**config.mk**
```make
export PLATFORM = sky130hd
export DESIGN_NAME = ptt_sched
export DESIGN_NICKNAME = d
export VERILOG_FILES = /design/src/rtl/ptt_sched_pkg.sv /design/src/rtl/ptt_debounce.sv /design/src/rtl/ptt_sched.sv
export SDC_FILE = /design/constraint.sdc
export NUM_CORES = 1
export LEC_CHECK = 0
export CAP_MARGIN = 20
export CORE_MARGIN = 2
export CORE_UTILIZATION = 62
export CTS_CLUSTER_SIZE = 12
export DETAILED_ROUTE_END_ITERATION = 16
export HOLD_SLACK_MARGIN = 0.02
export PLACE_DENSITY = 0.9
export SYNTH_ARGS = -nofsm -noshare
export SYNTH_HDL_FRONTEND = slang
export SYNTH_SLANG_ARGS = --single-unit
```
**constraint.sdc**
```tcl
create_clock -name clk -period 3.6 [get_ports clk]
set_input_delay 0.54 -clock clk [delete_from_list [all_inputs] [get_ports clk]]
set_output_delay 0.54 -clock clk [all_outputs]
set_load 0.05 [all_outputs]
```
**src/rtl/ptt_sched_pkg.sv**
```systemverilog
`default_nettype none
// ============================================================================
// Module   : ptt_sched_pkg
// Brief    : Shared state, band and PTT-source encodings for the PTT scheduler.
// Revision : 1.0 - initial release
// ============================================================================
package ptt_sched_pkg;

    typedef enum logic [1:0] {
        IDLE  = 2'd0,
        KEYED = 2'd1,
        GUARD = 2'd2,
        LOCK  = 2'd3
    } state_t;

    localparam logic BAND_144 = 1'b0;
    localparam logic BAND_432 = 1'b1;

    localparam logic SRC_A = 1'b0;
    localparam logic SRC_B = 1'b1;

endpackage
`default_nettype wire

```
**src/rtl/ptt_debounce.sv**
```systemverilog
`default_nettype none
// ============================================================================
// Module   : ptt_debounce
// Brief    : 2-FF synchronizer followed by a mismatch-count debouncer.
// Revision : 1.0 - initial release
// ============================================================================
module ptt_debounce #(
    parameter int DEB_CYC = 4
) (
    input  logic clk,
    input  logic reset,
    input  logic raw,
    output logic level
);

    localparam int            CW       = $clog2(DEB_CYC + 1);
    localparam logic [CW-1:0] CNT_LAST = CW'(DEB_CYC - 1);

    logic          r_sync1;
    logic          r_sync2;
    logic          r_level;
    logic [CW-1:0] r_cnt;

    // The level flips on the clock that completes DEB_CYC consecutive mismatches.
    always_ff @(posedge clk) begin
        if (reset) begin
            r_sync1 <= 1'b1;
            r_sync2 <= 1'b1;
            r_level <= 1'b1;
            r_cnt   <= '0;
        end else begin
            r_sync1 <= raw;
            r_sync2 <= r_sync1;
            if (r_sync2 == r_level) begin
                r_cnt <= '0;
            end else if (r_cnt >= CNT_LAST) begin
                r_level <= r_sync2;
                r_cnt   <= '0;
            end else begin
                r_cnt <= r_cnt + CW'(1);
            end
        end
    end

    assign level = r_level;

endmodule
`default_nettype wire

```
**src/rtl/ptt_sched.sv**
```systemverilog
`default_nettype none
// ============================================================================
// Module   : ptt_sched
// Brief    : Two-source, two-band PTT arbiter with guard time and time-out lock.
// Revision : 1.0 - initial release
// ============================================================================
module ptt_sched
    import ptt_sched_pkg::*;
#(
    parameter int DEB_CYC   = 4,
    parameter int GUARD_CYC = 8,
    parameter int TOT_CYC   = 1000,
    parameter int LOCK_CYC  = 50
) (
    input  logic clk,
    input  logic reset,
    input  logic ptt_a,
    input  logic ptt_b,
    input  logic band,
    output logic ptt144,
    output logic ptt432,
    output logic busy,
    output logic tot_flag
);

    localparam int            TW         = $clog2(TOT_CYC + 1);
    localparam int            GW         = $clog2(GUARD_CYC + 1);
    localparam int            LW         = $clog2(LOCK_CYC + 1);
    localparam logic [TW-1:0] TOT_MAX    = TW'(TOT_CYC);
    localparam logic [TW-1:0] TOT_LAST   = TW'(TOT_CYC - 1);
    localparam logic [GW-1:0] GUARD_MAX  = GW'(GUARD_CYC);
    localparam logic [GW-1:0] GUARD_LAST = GW'(GUARD_CYC - 1);
    localparam logic [LW-1:0] LOCK_MAX   = LW'(LOCK_CYC);
    localparam logic [LW-1:0] LOCK_LAST  = LW'(LOCK_CYC - 1);

    logic          w_deb_a;
    logic          w_deb_b;
    logic          w_act_a;
    logic          w_act_b;
    logic          w_owner_act;
    logic          w_tot_done;
    logic          w_guard_done;
    logic          w_lock_done;

    state_t        r_state;
    state_t        w_state_nxt;
    logic          r_owner;
    logic          w_owner_nxt;
    logic          r_band;
    logic          w_band_nxt;
    logic [TW-1:0] r_tot_cnt;
    logic [GW-1:0] r_guard_cnt;
    logic [LW-1:0] r_lock_cnt;

    logic          r_ptt144;
    logic          r_ptt432;
    logic          r_busy;
    logic          r_tot_flag;
    logic          w_ptt144_nxt;
    logic          w_ptt432_nxt;
    logic          w_busy_nxt;
    logic          w_tot_flag_nxt;

    ptt_debounce #(.DEB_CYC(DEB_CYC)) u_deb_a (
        .clk   (clk),
        .reset (reset),
        .raw   (ptt_a),
        .level (w_deb_a)
    );

    ptt_debounce #(.DEB_CYC(DEB_CYC)) u_deb_b (
        .clk   (clk),
        .reset (reset),
        .raw   (ptt_b),
        .level (w_deb_b)
    );

    assign w_act_a     = ~w_deb_a;
    assign w_act_b     = ~w_deb_b;
    assign w_owner_act = (r_owner == SRC_A) ? w_act_a : w_act_b;

    // The current clock counts toward each limit, so a phase lasts exactly N clocks.
    assign w_tot_done   = (r_tot_cnt >= TOT_LAST);
    assign w_guard_done = (r_guard_cnt >= GUARD_LAST);
    assign w_lock_done  = (r_lock_cnt >= LOCK_LAST);

    always_ff @(posedge clk) begin
        if (reset) begin
            r_state     <= IDLE;
            r_owner     <= SRC_A;
            r_band      <= BAND_144;
            r_tot_cnt   <= '0;
            r_guard_cnt <= '0;
            r_lock_cnt  <= '0;
            r_ptt144    <= 1'b1;
            r_ptt432    <= 1'b1;
            r_busy      <= 1'b0;
            r_tot_flag  <= 1'b0;
        end else begin
            r_state    <= w_state_nxt;
            r_owner    <= w_owner_nxt;
            r_band     <= w_band_nxt;
            r_ptt144   <= w_ptt144_nxt;
            r_ptt432   <= w_ptt432_nxt;
            r_busy     <= w_busy_nxt;
            r_tot_flag <= w_tot_flag_nxt;

            // Counters idle at zero outside their state, so they start clear on entry.
            if (r_state != KEYED)         r_tot_cnt <= '0;
            else if (r_tot_cnt != TOT_MAX) r_tot_cnt <= r_tot_cnt + TW'(1);

            if (r_state != GUARD)            r_guard_cnt <= '0;
            else if (r_guard_cnt != GUARD_MAX) r_guard_cnt <= r_guard_cnt + GW'(1);

            if (r_state != LOCK)             r_lock_cnt <= '0;
            else if (r_lock_cnt != LOCK_MAX) r_lock_cnt <= r_lock_cnt + LW'(1);
        end
    end

    always_comb begin
        w_state_nxt = r_state;
        w_owner_nxt = r_owner;
        w_band_nxt  = r_band;
        case (r_state)
            IDLE: begin
                if (w_act_a || w_act_b) begin
                    w_state_nxt = KEYED;
                    w_owner_nxt = w_act_a ? SRC_A : SRC_B;
                    w_band_nxt  = band;
                end
            end
            KEYED: begin
                if (w_tot_done)        w_state_nxt = LOCK;
                else if (!w_owner_act) w_state_nxt = GUARD;
            end
            GUARD: begin
                if (w_guard_done) w_state_nxt = IDLE;
            end
            LOCK: begin
                if (w_lock_done && !w_owner_act) w_state_nxt = IDLE;
            end
            default: w_state_nxt = IDLE;
        endcase
    end

    always_comb begin
        w_ptt144_nxt   = 1'b1;
        w_ptt432_nxt   = 1'b1;
        if (w_state_nxt == KEYED) begin
            if (w_band_nxt == BAND_144) w_ptt144_nxt = 1'b0;
            else                        w_ptt432_nxt = 1'b0;
        end
        w_busy_nxt     = (w_state_nxt != IDLE);
        w_tot_flag_nxt = (w_state_nxt == LOCK);
    end

    assign ptt144   = r_ptt144;
    assign ptt432   = r_ptt432;
    assign busy     = r_busy;
    assign tot_flag = r_tot_flag;

endmodule
`default_nettype wire
```
==> flow_summary.toml <==
[critical_path]
path_delay_family = "buffers and inverters"
path_buf_inv = 1
critical_path_arrival_ns = 1.50
cp_slowest_stage_delay_ns = 0.81
end_kind = "output port"
cp_cell_sequence = "clkdlybuf4s50_1"
worstPathMaxFanout = 1
required_ns = 3.06
slowest_stage = "clkdlybuf4s50_1"
crit_type = "reg -> out"
cp-start-kind = "register"

[finish]
areaGrowthSynthToFinish_pct = 8.53
drive_gt1_share_pct = 8.67
fin_nets = 212
n_antenna_cell = 0
nFillCells = 209

[floorplanning]
die_h_um = 57.5
io_pins = 9
core-area_mm2 = 0.00273
start_util_pct = 64.9
std_cell_rows = 19
dieWidth_um = 57.5
fp.dieArea_mm2 = 0.00331

[placed_design]
dp_hpwl_mm = 2.30
pre_cts_slack_ns = 1.22
gp_congestion = 0.770
io_buffers = 8

[min_path]
hold_path.class = "reg -> reg"

[clock_network]
cts_num_sinks = 40
cts_tree = "built"
clk_latency_ns = 0.35
cts_resized = 0
clk_path_buf_depth = 2
root_buffer = "clkbuf_4"
cts_setup_buffers = 0
h-tree-depth = 2
clk_pin_slew_worst_paths_ns = 0.11
numCtsBuffers = 5
cts-hold-fix-buffers = 0

[synth]
avgSynthCellArea_um2 = 9.65
synth_top_area_share_pct = 45.1
syn-num-nets = 201
synth.largest_area_cell = "dfxtp_1"
ys_types = 35
synth_area_mm2 = 0.00178
ys_seq_elements = 40
yosysWarnings = 0
postSynth.asyncResetShare_pct = 0
synth_area_leaders = "dfxtp_1 (45%), ha_1 (8.5%), xnor2_1 (6.4%), nor2_1 (5.5%), nand3_1 (3.7%)"
synth_cells = 184
synthTopCellsByCount = "dfxtp_1 (40), nor2_1 (26), inv_1 (16)"
yosysMostFrequentCell = "dfxtp_1"
synth-edff-count = 0
synth_flop_cell = "dfxtp_1"
synth_seq_area_share_pct = 45.1

[global_route]
grt_pass1_vias = 1298
grt_max_degree = 14
track_usage_pct = 22.1
grt_pass1_wl_mm = 5.62
antenna_found_initial = 0
grt-ovfl-total = 0

[job]
drv_cap = 0

[routing]
detail-route-antenna-nets = 0
wl_mm = 3.09
wl_per_cell_um = 13.6
vias_per_cell = 5.52
drtIter0Drc = 46
drt_pass1_iterations = 4
drcViolationCount = 0
via_count = 1254

[sta]
hold_viol_final = 0
tightest_slew_ns = 0.512
fin_hold_ws_ns = 0.435
fin_crit_ns = 2.04
slew_viol_final = 0
worst_slack_ns = 1.56
max_slew_margin_pct = 65.7
finalCritPeriodShare_pct = 56.6
rsz0062_at_grt = "no"
fmax_ghz = 0.491
skew_ns = 0.0123
tns_ns = 0
setup_viol = 0

[power_and_ir_drop]
ir_drop_v = 0.000384
leakage_nw = 0.699
powerDensity_mw_per_mm2 = 360

[status]
status = "completed"
[cells in the final DEF (no fill, tap or decap), drive strengths merged, types with 5 or more instances in the layout]
cell type,synthesis,final
clkbuf,2,8
clkdlybuf4s50,0,8
dfxtp,40,40
ha,12,12
inv,16,16
mux2i,7,7
nand2,9,9
nand3,13,13
nor2,26,26
nor3,5,5
or2,5,5
xnor2,13,13
[metal layers]
metal	routed length, um	track usage [%]	vias to the layer above
met5	0	0	-
met4	50	10.3	0
met3	132	6.80	8
met2	1520	35.7	29
met1	1390	26.7	581
li1	-	-	636
[where the power goes]
group	switching, mW	total [mW]	internal [mW]
Clock	0.140	0.236	0.0965
Sequential	0.00151	0.447	0.445
Combinational	0.00483	0.0113	0.00645
Total	0.146	0.694	0.548
[cell type report]
class	count	area [um^2]	share of cell area [%]
tap	31	38.8	2.01
sequential	40	801	41.6
clock buffer	8	58.8	3.05
timing repair buffer	8	80.1	4.16
multi-input combinational	124	888	46.1
inverter	16	60.1	3.12
[final timing paths]
| check | startpoint | end | slack (ns) | cells after the start |
|---|---|---|---|---|
| setup reg to reg | r_tot_cnt[0] | busy | 1.88 | 5 |
| setup / recovery | busy | busy | 1.56 | 1 |
| hold / removal | u_deb_b.r_sync1 | u_deb_b.r_sync2 | 0.44 | 1 |
| hold reg to reg | u_deb_b.r_sync1 | u_deb_b.r_sync2 | 0.44 | 1 |
[sequential cells by signal, indices dropped and copies added, names as in the netlist]
register and cells:
u_deb_b.level 1, r_tot_cnt 10, u_deb_b.r_sync2 1, u_deb_a.r_sync1 1, u_deb_a.r_sync2 1, r_owner 1
r_state 2, u_deb_a.r_cnt 3, ptt144 1, u_deb_b.r_cnt 3, r_guard_cnt 4, u_deb_a.level 1
tot_flag 1, r_band 1, busy 1, u_deb_b.r_sync1 1, r_lock_cnt 6, ptt432 1
[kinds of logic after synthesis]
kind of cell               Yosys count  synth area share, %
buffers and inverters               20                 4.86
AOI/OAI and AO/OA                   13                 6.98
DFF                                 40                 45.1
muxes                                7                 4.16
and+or+nand+nor                     75                 22.1
xor gates and xnor gates            17                 8.39
adders and majority gates           12                 8.46
[per-stage QoR]
step | util [%] | total power, mW | instances | area, um^2
after floorplan | - | 0.462 | 184 | 1780
after global placement | 68.3 | 0.467 | 219 | 1870
after detailed placement | 68.3 | 0.468 | 219 | 1870
after CTS | 70.5 | 0.698 | 227 | 1930
after global routing | 70.5 | 0.719 | 227 | 1930
final | 70.5 | 0.694 | 227 | 1930
No activity file was read; power rests on OpenSTA's default activity.
